==> config.mk <==
export PLATFORM = sky130hd
export DESIGN_NAME = muldiv_sequencer
export DESIGN_NICKNAME = d
export VERILOG_FILES = /design/src/rtl/muldiv_pkg.sv /design/src/rtl/muldiv_step.sv /design/src/rtl/muldiv_sequencer.sv
export SDC_FILE = /design/constraint.sdc
export NUM_CORES = 1
export LEC_CHECK = 0
export CORE_MARGIN = 2
export CORE_UTILIZATION = 42
export CTS_BUF_LIST = sky130_fd_sc_hd__clkbuf_4
export CTS_CLUSTER_DIAMETER = 100
export CTS_CLUSTER_SIZE = 25
export DETAILED_ROUTE_END_ITERATION = 6
export HOLD_SLACK_MARGIN = 0.15
export PLACE_DENSITY = 0.64
export SETUP_SLACK_MARGIN = 0.2
export SKIP_LAST_GASP = 1
export SLEW_MARGIN = 30
export SYNTH_ARGS = -nofsm -noshare
export SYNTH_HDL_FRONTEND = slang
export SYNTH_SLANG_ARGS = --single-unit
==> constraint.sdc <==
create_clock -name clk -period 9.74 [get_ports clk]
set_clock_uncertainty 0.1 [all_clocks]
set_input_delay 0.974 -clock clk [delete_from_list [all_inputs] [get_ports clk]]
set_output_delay 0.974 -clock clk [all_outputs]
set_load 0.02 [all_outputs]
==> src/rtl/muldiv_pkg.sv <==
// Shared types and constants for the iterative multiply/divide sequencer.
package muldiv_pkg;

  localparam int unsigned MULDIV_ITERATIONS = 32;

  typedef enum logic [1:0] {
    OpMult  = 2'b00,
    OpMultu = 2'b01,
    OpDiv   = 2'b10,
    OpDivu  = 2'b11
  } muldiv_op_e;

  typedef enum logic [1:0] {
    StIdle,
    StRun,
    StDone
  } muldiv_state_e;

  // Magnitude of a 32-bit operand; 0x80000000 maps to itself, read as unsigned.
  function automatic logic [31:0] abs_if(input logic [31:0] v, input logic is_signed);
    return (is_signed && v[31]) ? (32'd0 - v) : v;
  endfunction

endpackage

==> src/rtl/muldiv_step.sv <==
// One iteration of the 64-bit working register: shift-add multiply or restoring divide.
module muldiv_step
  import muldiv_pkg::*;
(
  input  logic        is_div,
  input  logic [63:0] acc,
  input  logic [31:0] operand,
  output logic [63:0] next_acc
);

  logic [32:0] sum;
  logic [32:0] rem_shift;
  logic [31:0] diff;
  logic        ge;

  always_comb begin
    sum       = {1'b0, acc[63:32]} + {1'b0, operand};
    // Divide: {remainder, dividend} shifted left one bit, top 33 bits are the trial remainder.
    rem_shift = acc[63:31];
    ge        = rem_shift >= {1'b0, operand};
    diff      = rem_shift[31:0] - operand;
    if (is_div) begin
      next_acc = {(ge ? diff : rem_shift[31:0]), acc[30:0], ge};
    end else if (acc[0]) begin
      next_acc = {sum, acc[31:1]};
    end else begin
      next_acc = {1'b0, acc[63:1]};
    end
  end

endmodule

==> src/rtl/muldiv_sequencer.sv <==
// Multi-cycle MULT/MULTU/DIV/DIVU unit with HI/LO registers and pipeline stall control.
module muldiv_sequencer
  import muldiv_pkg::*;
(
  input  logic        clk,
  input  logic        reset,
  input  logic        startInput,
  input  logic [1:0]  opInput,
  input  logic [31:0] operandAInput,
  input  logic [31:0] operandBInput,
  input  logic        writeHiInput,
  input  logic        writeLoInput,
  input  logic [31:0] writeDataInput,
  output logic        stallOutput,
  output logic        busyOutput,
  output logic        doneOutput,
  output logic        divByZeroOutput,
  output logic [31:0] hiOutput,
  output logic [31:0] loOutput
);

  localparam int unsigned CntW = $clog2(MULDIV_ITERATIONS);
  localparam logic [CntW-1:0] LastCnt = CntW'(MULDIV_ITERATIONS - 1);

  muldiv_state_e   state_q;
  muldiv_op_e      op_q;
  muldiv_op_e      op_in;
  logic [CntW-1:0] count_q;
  logic [63:0]     acc_q;
  logic [63:0]     acc_step;
  logic [31:0]     operand_q;
  logic [31:0]     raw_a_q;
  logic [31:0]     hi_q;
  logic [31:0]     lo_q;
  logic            neg_res_q;
  logic            neg_rem_q;
  logic            div0_q;

  logic            in_signed;
  logic            in_div;
  logic            run_div;
  logic [63:0]     prod_fix;
  logic [31:0]     quot_fix;
  logic [31:0]     rem_fix;
  logic [31:0]     hi_res;
  logic [31:0]     lo_res;

  assign op_in     = muldiv_op_e'(opInput);
  assign in_signed = (op_in == OpMult) || (op_in == OpDiv);
  assign in_div    = (op_in == OpDiv) || (op_in == OpDivu);
  assign run_div   = (op_q == OpDiv) || (op_q == OpDivu);

  muldiv_step u_step (
    .is_div   (run_div),
    .acc      (acc_q),
    .operand  (operand_q),
    .next_acc (acc_step)
  );

  always_comb begin
    prod_fix = neg_res_q ? (64'd0 - acc_q) : acc_q;
    quot_fix = neg_res_q ? (32'd0 - acc_q[31:0]) : acc_q[31:0];
    rem_fix  = neg_rem_q ? (32'd0 - acc_q[63:32]) : acc_q[63:32];
    if (!run_div) begin
      {hi_res, lo_res} = prod_fix;
    end else if (div0_q) begin
      hi_res = raw_a_q;
      lo_res = 32'hFFFF_FFFF;
    end else begin
      hi_res = rem_fix;
      lo_res = quot_fix;
    end
  end

  always_ff @(posedge clk) begin
    if (reset) begin
      state_q   <= StIdle;
      op_q      <= OpMult;
      count_q   <= '0;
      acc_q     <= '0;
      operand_q <= '0;
      raw_a_q   <= '0;
      hi_q      <= '0;
      lo_q      <= '0;
      neg_res_q <= 1'b0;
      neg_rem_q <= 1'b0;
      div0_q    <= 1'b0;
    end else begin
      unique case (state_q)
        StIdle: begin
          if (startInput) begin
            op_q      <= op_in;
            count_q   <= '0;
            acc_q     <= {32'd0, abs_if(operandAInput, in_signed)};
            operand_q <= abs_if(operandBInput, in_signed);
            raw_a_q   <= operandAInput;
            neg_res_q <= in_signed && (operandAInput[31] ^ operandBInput[31]);
            neg_rem_q <= in_signed && operandAInput[31];
            div0_q    <= in_div && (operandBInput == 32'd0);
            state_q   <= StRun;
          end else begin
            if (writeHiInput) hi_q <= writeDataInput;
            if (writeLoInput) lo_q <= writeDataInput;
          end
        end
        StRun: begin
          acc_q   <= acc_step;
          count_q <= count_q + 1'b1;
          if (count_q == LastCnt) state_q <= StDone;
        end
        StDone: begin
          // Results commit on the edge leaving DONE so a reset during DONE discards them.
          hi_q    <= hi_res;
          lo_q    <= lo_res;
          state_q <= StIdle;
        end
        default: state_q <= StIdle;
      endcase
    end
  end

  assign stallOutput     = (state_q == StRun) || ((state_q == StIdle) && startInput);
  assign busyOutput      = (state_q == StRun) || (state_q == StDone);
  assign doneOutput      = (state_q == StDone);
  assign divByZeroOutput = doneOutput && div0_q;
  assign hiOutput        = hi_q;
  assign loOutput        = lo_q;

endmodule

==> reports/qor.yml, run 1 <==
timing:
  timing.hold.ws_ps: 368.7
  period_needed_ps: 4486
  finalSetupTns_ps: 0
  tightest_slew_ps: 1020
  max_freq_mhz: 222.9
  fin_ws_ps: 5254
  hold_viol: 0
  rsz0062_at_grt: "no"
  drv_slew: 0
  period_share: 0.4606
  slew_headroom: 0.3199
  setup_viol: 0
finish:
  fin_nets: 2434
  most-common-layout-cells: "nand2_1, a21oi_1, dfxtp_1"
  drive_above_1_share: 0.03850
  utilization: 0.4772
  fin_cells: 2780
  area_delta_synth_final_pct: 12.31
  final_common_cell: "nand2_1"
grt:
  grt_antenna_before_repair: 3
  grt_max_degree: 97
  grt_pass1_wl_mm: 90.28
  grt_use_total: 0.2774
  grt_pass1_vias: 15400
  grt-ovfl-total: 0
die:
  start_util: 0.4248
  dieArea_mm2: 0.04060
  die_y_um: 201.5
  core_mm2: 0.03856
  ios: 171
  rows: 72
  die_w_um: 201.5
clocking:
  cts.sinks: 203
  clk_latency_ps: 720
  cts_resized: 0
  clk_path_buf_depth: 3
  htree_levels: 1
  cts_made_buffers: 13
  cts_root_buf: "clkbuf_4"
  post_cts_buffers: 0
  clk_pin_slew_ps: 250
  cts_tree: "built"
  hold_buffers: 0
setup_path:
  arrival_ps: 4980
  crit_path_max_fanout: 29
  cp.required_ps: 10240
  endpoint_kind: "flip-flop"
  path_class: "reg2reg"
  crit_path_start_kind: "flip-flop"
power_and_ir_drop:
  p_leak_nw: 6.905
  seq_power_share: 0.448
  swShare: 0.3991
  power_frac_comb: 0.368
  ir_drop_v: 0.00007030
  clkPwrFrac: 0.184
  p_sw_mw: 0.8725
  p_int_mw: 1.314
  powerDensity_mw_per_mm2: 118.8
synth:
  yosys_warnings: 0
  synth_area_mm2: 0.01638
  syn_inst: 2239
  ys_types: 76
  syn_avg_cell_area_um2: 7.316
  ys_seq_elements: 203
  ys_seq_area_frac: 0.2481
  synth_nets: 2417
  async_reset_ff_frac: 0
  synth_edf_count: 0
  synth-main-ff-cell: "dfxtp_1"
run_status:
  outcome: "finished clean"
placement:
  io_buffers: 170
  dp_slack_ps: 5178
  dp_cells: 2759
  gp_congestion: 0.9520
  post-dp-hpwl_mm: 43.81
detailed_routing:
  drt-total-wl_mm: 58.72
  drt_iter0_markers: 1721
  vias: 17010
  ant_nets: 0
  drc: 0
  firstDrtPassIters: 6
  via_per_inst: 6.120
  avgRoutedWirePerCell_um: 21.12
flow_run:
  timing.max_cap.violations: 0
hold_path:
  hold_class: "reg2reg"
==> layer usage <==
| layer | track usage | wire length, um | vias to the layer above |
|---|---|---|---|
| li1 | - | - | 8139 |
| met2 | 0.4240 | 25220 | 739 |
| met3 | 0.03369 | 4635 | 72 |
| met4 | 0.06092 | 1114 | 2 |
| met1 | 0.4146 | 27740 | 8062 |
| met5 | 0 | 11 | - |
==> stage by stage <==
stage / area, um2 / power, mW
2_1_floorplan: 16380 / 1.510
6_report: 18400 / 2.186
3_3_place_gp: 18210 / 1.774
4_1_cts: 18380 / 2.183
5_1_grt: 18400 / 2.296
3_5_place_dp: 18220 / 1.784
==> state kept, by name, summed over array words and instances, names as in the netlist <==
register,flops
op_q,1
hiOutput,32
loOutput,32
div0_q,1
raw_a_q,32
state_q,2
count_q,5
neg_res_q,1
operand_q,32
acc_q,64
neg_rem_q,1
==> critical path: stages, from the launching register on <==
cell	delay (ps)
dfxtp_1	670
ha_1	330
nor2b_1	140
o31a_1	280
o31a_1	260
o211ai_1	390
a311oi_1	250
o311a_1	430
nor2_4	480
buf_4	440
mux2_2	380
a21oi_1	130
o21ai_0	80
==> final cells by class <==
class / instances / area, um2
fill: 3941 / 20160
multi-input combinational: 1777 / 11370
sequential: 203 / 4070
timing repair buffer: 194 / 1891
tap: 518 / 648.1
inverter: 67 / 251.5
clock buffer: 15 / 112.6
clock inverter: 4 / 52.55
antenna: 2 / 5.005
==> synth_stat cells (5+ instances only) <==
library cell / n / area [um2]
a32o_1: 9 / 90.09
o21bai_1: 8 / 60.06
a221oi_1: 6 / 52.55
mux2i_1: 67 / 670.6
o41ai_1: 15 / 131.4
clkbuf_1: 170 / 638.1
a31oi_1: 19 / 118.9
o21ai_0: 128 / 640.6
and2_1: 7 / 43.79
ha_1: 73 / 913.4
nor2b_1: 18 / 112.6
o31ai_1: 29 / 217.7
or4_1: 17 / 127.6
nand2b_1: 17 / 106.4
a21o_1: 35 / 262.8
nor2_1: 185 / 694.4
nand4_1: 22 / 137.6
a211oi_1: 74 / 555.5
and3_1: 19 / 118.9
nand3_1: 26 / 130.1
buf_1: 15 / 56.30
xor2_1: 80 / 700.7
or2_2: 11 / 68.82
o211ai_1: 47 / 352.8
nor3_1: 39 / 195.2
a21oi_1: 237 / 1186
o21a_1: 11 / 82.58
a22o_1: 11 / 96.34
nand2_1: 295 / 1107
inv_1: 66 / 247.7
dfxtp_1: 203 / 4064
xnor2_1: 102 / 893.4
a311oi_1: 19 / 166.4
or3_1: 24 / 150.1
o31a_1: 5 / 43.79
nor4_1: 11 / 68.82
o221ai_1: 36 / 315.3
==> cells by family (layout without fill, tap and decap cells) <==
group / Yosys count / after routing / share of synthesized area
compound gates: 735 / 735 / 0.2923
xor+xnor: 182 / 182 / 0.09731
fa+ha+maj: 75 / 75 / 0.05820
buf+inv: 259 / 280 / 0.06065
flops: 203 / 203 / 0.2481
mux: 70 / 70 / 0.04300
other cells: 0 / 2 / 0
simple gates: 715 / 715 / 0.2004
==> power by group through the flow <==
stage               combinational, mW  sequential, mW  clock [mW]
floorplan                       0.547           0.963           0
global placement                0.782           0.992           0
detailed placement              0.790           0.995           0
CTS                             0.794           0.977       0.412
global route                    0.878           0.988       0.430
finish                          0.804           0.980       0.402
==> path summary, 6_finish.rpt <==
kind	from	end	slack, ps	depth (start not counted)
hold reg to reg	loOutput[28]	loOutput[28]	370	2
setup / recovery	acc_q[32]	acc_q[38]	5250	12
hold / removal	loOutput[28]	loOutput[28]	370	2
setup reg to reg	acc_q[32]	acc_q[38]	5250	12
Power figures use the tool's default switching activity.
==> inputs of run 2 (changes only) <==
--- a/config.mk
+++ b/config.mk
@@ -12,7 +12,7 @@
 export CTS_CLUSTER_SIZE = 25
 export DETAILED_ROUTE_END_ITERATION = 6
 export HOLD_SLACK_MARGIN = 0.15
-export PLACE_DENSITY = 0.64
+export PLACE_DENSITY = 0.66
 export SETUP_SLACK_MARGIN = 0.2
 export SKIP_LAST_GASP = 1
 export SLEW_MARGIN = 30
==> constraint.sdc (replaced) <==
create_clock -name clk -period 3.85 [get_ports clk]
set_clock_uncertainty 0.1 [all_clocks]
set_input_delay 0.385 -clock clk [delete_from_list [all_inputs] [get_ports clk]]
set_output_delay 0.385 -clock clk [all_outputs]
set_load 0.02 [all_outputs]
==> reports/qor.yml, run 2 (same netlist as run 1, synthesis figures left out) <==
hold_path:
  hold_class: "in2reg"
placement:
  dp_cells: 2864
  post-dp-hpwl_mm: 47.07
  io_buffers: 170
  gp_congestion: 0.9752
finish:
  final_common_cell: "nand2_1"
  fin_cells: 2900
  most-common-layout-cells: "nand2_1, a21oi_1, dfxtp_1"
  largest_reg_flops: 64
  regMostFlops: "acc_q"
  area_delta_synth_final_pct: 18.87
  fin_nets: 2555
  fillCellCount: 3893
  drive_above_1_share: 0.09240
grt:
  use_met1: 0.4278
  grt-ovfl-total: 0
  grt_antenna_before_repair: 2
  use_met3: 0.03563
  grt_pass1_wl_mm: 95.34
  met2_usage: 0.4539
  grt_use_total: 0.2933
  grt_busiest_layer: "met2"
  grt_pass1_vias: 16380
  grt_max_degree: 70
timing:
  tightest_slew_ps: 939.6
  hold_viol: 0
  period_share: 0.9232
  drv_slew: 0
  finalSetupTns_ps: 0
  rsz0062_at_grt: "yes"
  max_freq_mhz: 281.4
  setup_viol: 0
  slew_headroom: 0.3736
  period_needed_ps: 3554
setup_path:
  crit_path_max_fanout: 8
  crit_chain: "inv_2 > ha_4 > nor2b_1 > o31a_1 > o31a_1 > o211ai_1 > a311oi_2 > buf_4 > o311a_4 > nor2_4 > buf_6 > buf_4 > mux2i_1 > a21oi_1 > a22o_1"
  crit_slowest_cell: "dfxtp_2"
  path_class: "reg2reg"
  arrival_ps: 4120
  crit_buf_inv: 4
  endpoint_kind: "flip-flop"
  cp.required_ps: 4420
  crit_path_start_kind: "flip-flop"
  crit_family: "compound AO/OA/AOI/OAI gates"
  cpPeakStageDelay_ps: 400
clocking:
  htree_levels: 1
  cts_made_buffers: 13
  cts_root_buf: "clkbuf_4"
  cts.sinks: 203
  clk_latency_ps: 740
  clk_path_buf_depth: 3
  cts_tree: "built"
  clk_pin_slew_ps: 270
detailed_routing:
  avgRoutedWirePerCell_um: 21.42
  ant_nets: 0
  drt_iter0_markers: 2042
  drt-total-wl_mm: 62.13
  via_per_inst: 6.087
  vias: 17650
  drc: 0
  firstDrtPassIters: 6
run_status:
  outcome: "finished clean"
die:
  rows: 72
  die_y_um: 201.5
  die_w_um: 201.5
  core_mm2: 0.03856
  start_util: 0.4248
  dieArea_mm2: 0.04060
  ios: 171
power_and_ir_drop:
  p_leak_nw: 7.528
  power.total_mw: 5.734
  ir_drop_v: 0.0002129
  powerDensity_mw_per_mm2: 294.5
flow_run:
  timing.max_cap.violations: 0
==> run 2: worst paths after layout <==
kind	depth (start not counted)	slack [ps]	end	start
hold reg to reg	2	370	loOutput[9]	loOutput[9]
hold / removal	3	180	operand_q[0]	operandBInput[0]
setup / recovery	15	300	acc_q[54]	operand_q[1]
setup reg to reg	15	300	acc_q[54]	operand_q[1]
==> run 2: stage by stage <==
| step | util | area [um2] | hold slack [ps] | setup WS (ps) |
|---|---|---|---|---|
| 5_1_grt | 0.5050 | 19470 | 197.8 | 136.5 |
| 2_1_floorplan | - | 16380 | 331.1 | 322.2 |
| 3_3_place_gp | 0.4935 | 19030 | 341.4 | 181.1 |
| 4_1_cts | 0.4986 | 19230 | 160.9 | 203.6 |
| 6_report | 0.5050 | 19470 | 179.3 | 295.7 |
| 3_5_place_dp | 0.4935 | 19030 | 341.9 | 205.4 |
==> run 2: tightest hold or removal path, cell delays in order <==
cell,delay (ps)
clkdlybuf4s50_1,430
nand2_1,120
a21oi_1,70
==> run 2: area by class of cell <==
cell class              instances  area, um2  share of cell area
well taps                     518      648.1             0.03329
flip-flops and latches        203       4076              0.2094
multi-input cells            1777      11440              0.5876
inverters                      67      251.5             0.01292
diodes                          1      2.502           0.0001285
clock buffers                  13      97.59            0.005012
clock inverters                 6      57.56            0.002956
repair buffers                315       2895              0.1487
==> run 2: what timing repair did <==
action	4_1_cts	5_1_grt
hold buffers	3	0
endpoints found under the hold margin	45	0
resized for setup	1	31
setup endpoints to repair	4	33
setup buffers	1	10
cloned	0	2
pin swaps	1	12
==> run 2: per-layer routing <==
metal,share of wire,vias up
met3,0.081,113
met5,0.00021,-
met1,0.46,8383
met4,0.030,2
li1,-,8368
met2,0.43,786
==> run 2: report_power, final <==
part           switching (mW)  internal [mW]
Sequential              0.180           2.26
Combinational            1.36          0.940
Clock                   0.804          0.193
==> inputs of run 3 (changes only) <==
--- a/config.mk
+++ b/config.mk
@@ -11,6 +11,7 @@
 export CTS_CLUSTER_DIAMETER = 100
 export CTS_CLUSTER_SIZE = 25
 export DETAILED_ROUTE_END_ITERATION = 6
+export GPL_ROUTABILITY_DRIVEN = 0
 export HOLD_SLACK_MARGIN = 0.15
 export PLACE_DENSITY = 0.66
 export SETUP_SLACK_MARGIN = 0.2
==> reports/qor.yml, run 3 (same netlist as run 1, synthesis figures left out) <==
run_status:
  outcome: "complete, but fails checks"
  failed_checks: "design-rule violations"
power_and_ir_drop:
  power.total_mw: 5.530
  swShare: 0.4011
  ir_drop_v: 0.0001534
  clkPwrFrac: 0.167
  p_leak_nw: 7.279
  p_sw_mw: 2.218
  power_frac_comb: 0.390
  powerDensity_mw_per_mm2: 290.6
  p_int_mw: 3.312
  seq_power_share: 0.443
grt:
  grt_busiest_layer: "met1"
  grt_use_total: 0.2796
  grt-ovfl-total: 0
  grt_pass1_vias: 15770
  use_met3: 0.05361
  grt_antenna_before_repair: 2
  grt_pass1_wl_mm: 91.27
  use_met1: 0.4098
  met2_usage: 0.4097
  grt_max_degree: 78
setup_path:
  crit_path_max_fanout: 15
  arrival_ps: 4100
  crit_path_start_kind: "flip-flop"
  reg2reg_depth: 9
  cp.required_ps: 4390
  r2r_slack_ps: 300
  path_class: "reg2reg"
  r2r_end: "hiOutput[18]"
  timing.rr.start: "acc_q[9]"
  endpoint_kind: "flip-flop"
detailed_routing:
  firstDrtPassIters: 7
  drc: 2
  vias: 17350
  drt_iter0_markers: 1808
  drt-total-wl_mm: 59.04
  ant_nets: 0
  via_per_inst: 6.082
  avgRoutedWirePerCell_um: 20.69
timing:
  period_share: 0.9232
  max_freq_mhz: 281.3
  period_needed_ps: 3554
  tightest_slew_ps: 923.9
  rsz0062_at_grt: "yes"
  drv_slew: 0
  slew_headroom: 0.3841
  setup_viol: 0
  finalSetupTns_ps: 0
  hold_viol: 0
hold_path:
  hold_path_end: "raw_a_q[17]"
  hold_class: "in2reg"
  worstHoldPathCells: 3
  min-delay-start: "operandAInput[17]"
finish:
  fin_nets: 2509
  area_delta_synth_final_pct: 16.16
  drive_above_1_share: 0.07626
  most-common-layout-cells: "nand2_1, a21oi_1, dfxtp_1"
  regMostFlops: "acc_q"
  largest_reg_flops: 64
  final_common_cell: "nand2_1"
  fillCellCount: 3829
clocking:
  cts_root_buf: "clkbuf_4"
  cts_made_buffers: 12
  cts_tree: "built"
  htree_levels: 1
  clk_latency_ps: 720
  clk_path_buf_depth: 3
  cts.sinks: 203
  clk_pin_slew_ps: 260
die:
  dieArea_mm2: 0.04060
  die_w_um: 201.5
  ios: 171
  start_util: 0.4248
  rows: 72
  die_y_um: 201.5
  core_mm2: 0.03856
flow_run:
  timing.max_cap.violations: 0
placement:
  io_buffers: 170
  post-dp-hpwl_mm: 44.87
[run 3: cell count changes in the layout (fill, tap and decap cells not counted), sizes merged]
cell,change
buf,-42
clkinv,-3
clkbuf,-1
clkinvlp,+1
dlygate4sd3,-1
inv,-1
[run 3: repair_timing]
item | in CTS | in global routing
pin swaps | 0 | 5
setup buffers | 0 | 1
endpoints found under the setup margin | 3 | 26
hold endpoints to repair | 21 | 0
hold buffers | 2 | 0
resized for setup | 2 | 27
[run 3: cell type report]
type	instances	area, um2	area share
multi-input combinational	1777	11420	0.6004
sequential	203	4081	0.2145
timing repair buffer	270	2487	0.1307
tap	518	648.1	0.03406
inverter	67	251.5	0.01322
clock buffer	14	105.1	0.005523
clock inverter	3	27.53	0.001447
antenna	1	2.502	0.0001315
[run 3: worst max path at each step]
stage / from / cells after the start / slack, ps / to
floorplan: operand_q[1] / 13 / 320 / acc_q[39]
global placement: operandAInput[11] / 11 / 140 / acc_q[31]
detailed placement: operandAInput[11] / 11 / 200 / acc_q[31]
CTS: acc_q[8] / 9 / 210 / hiOutput[18]
global route: acc_q[32] / 16 / 170 / acc_q[63]
finish: acc_q[9] / 9 / 300 / hiOutput[18]
[run 3: per-layer routing]
layer	wire [um]	vias to the layer above	share of wire
li1	-	8270	-
met2	24710	787	0.42
met3	5451	126	0.092
met1	27030	8164	0.46
met4	1827	4	0.031
met5	23	-	0.00039
[run 3: metrics by stage]
stage          setup slack, ps  cells  hold slack [ps]  utilization  cell area [um2]
6_report                 295.6   2853            192.3       0.4935            19030
5_1_grt                  172.1   2853            174.4       0.4935            19030
4_1_cts                  213.3   2851            152.6       0.4910            18930
3_5_place_dp             200.0   2832            347.8       0.4870            18780
3_3_place_gp             137.0   2832            341.4       0.4870            18780
2_1_floorplan            322.2   2239            331.1            -            16380
[run 3: power groups by stage]
stage | sequential [mW] | combinational, mW | clock [mW]
after floorplan | 2.44 | 1.38 | 0
after global placement | 2.48 | 2.06 | 0
after detailed placement | 2.48 | 2.09 | 0
final | 2.45 | 2.16 | 0.924
after CTS | 2.44 | 2.10 | 0.939
after global routing | 2.47 | 2.34 | 1.00
[run 3: critical path, stage by stage (launching register included)]
cell,delay [ps]
dfxtp_1,430
or4_4,570
nor4_4,200
or4b_1,500
or4_4,570
or2_2,380
o21ai_0,200
xnor2_1,140
nand2_1,80
a311oi_1,310
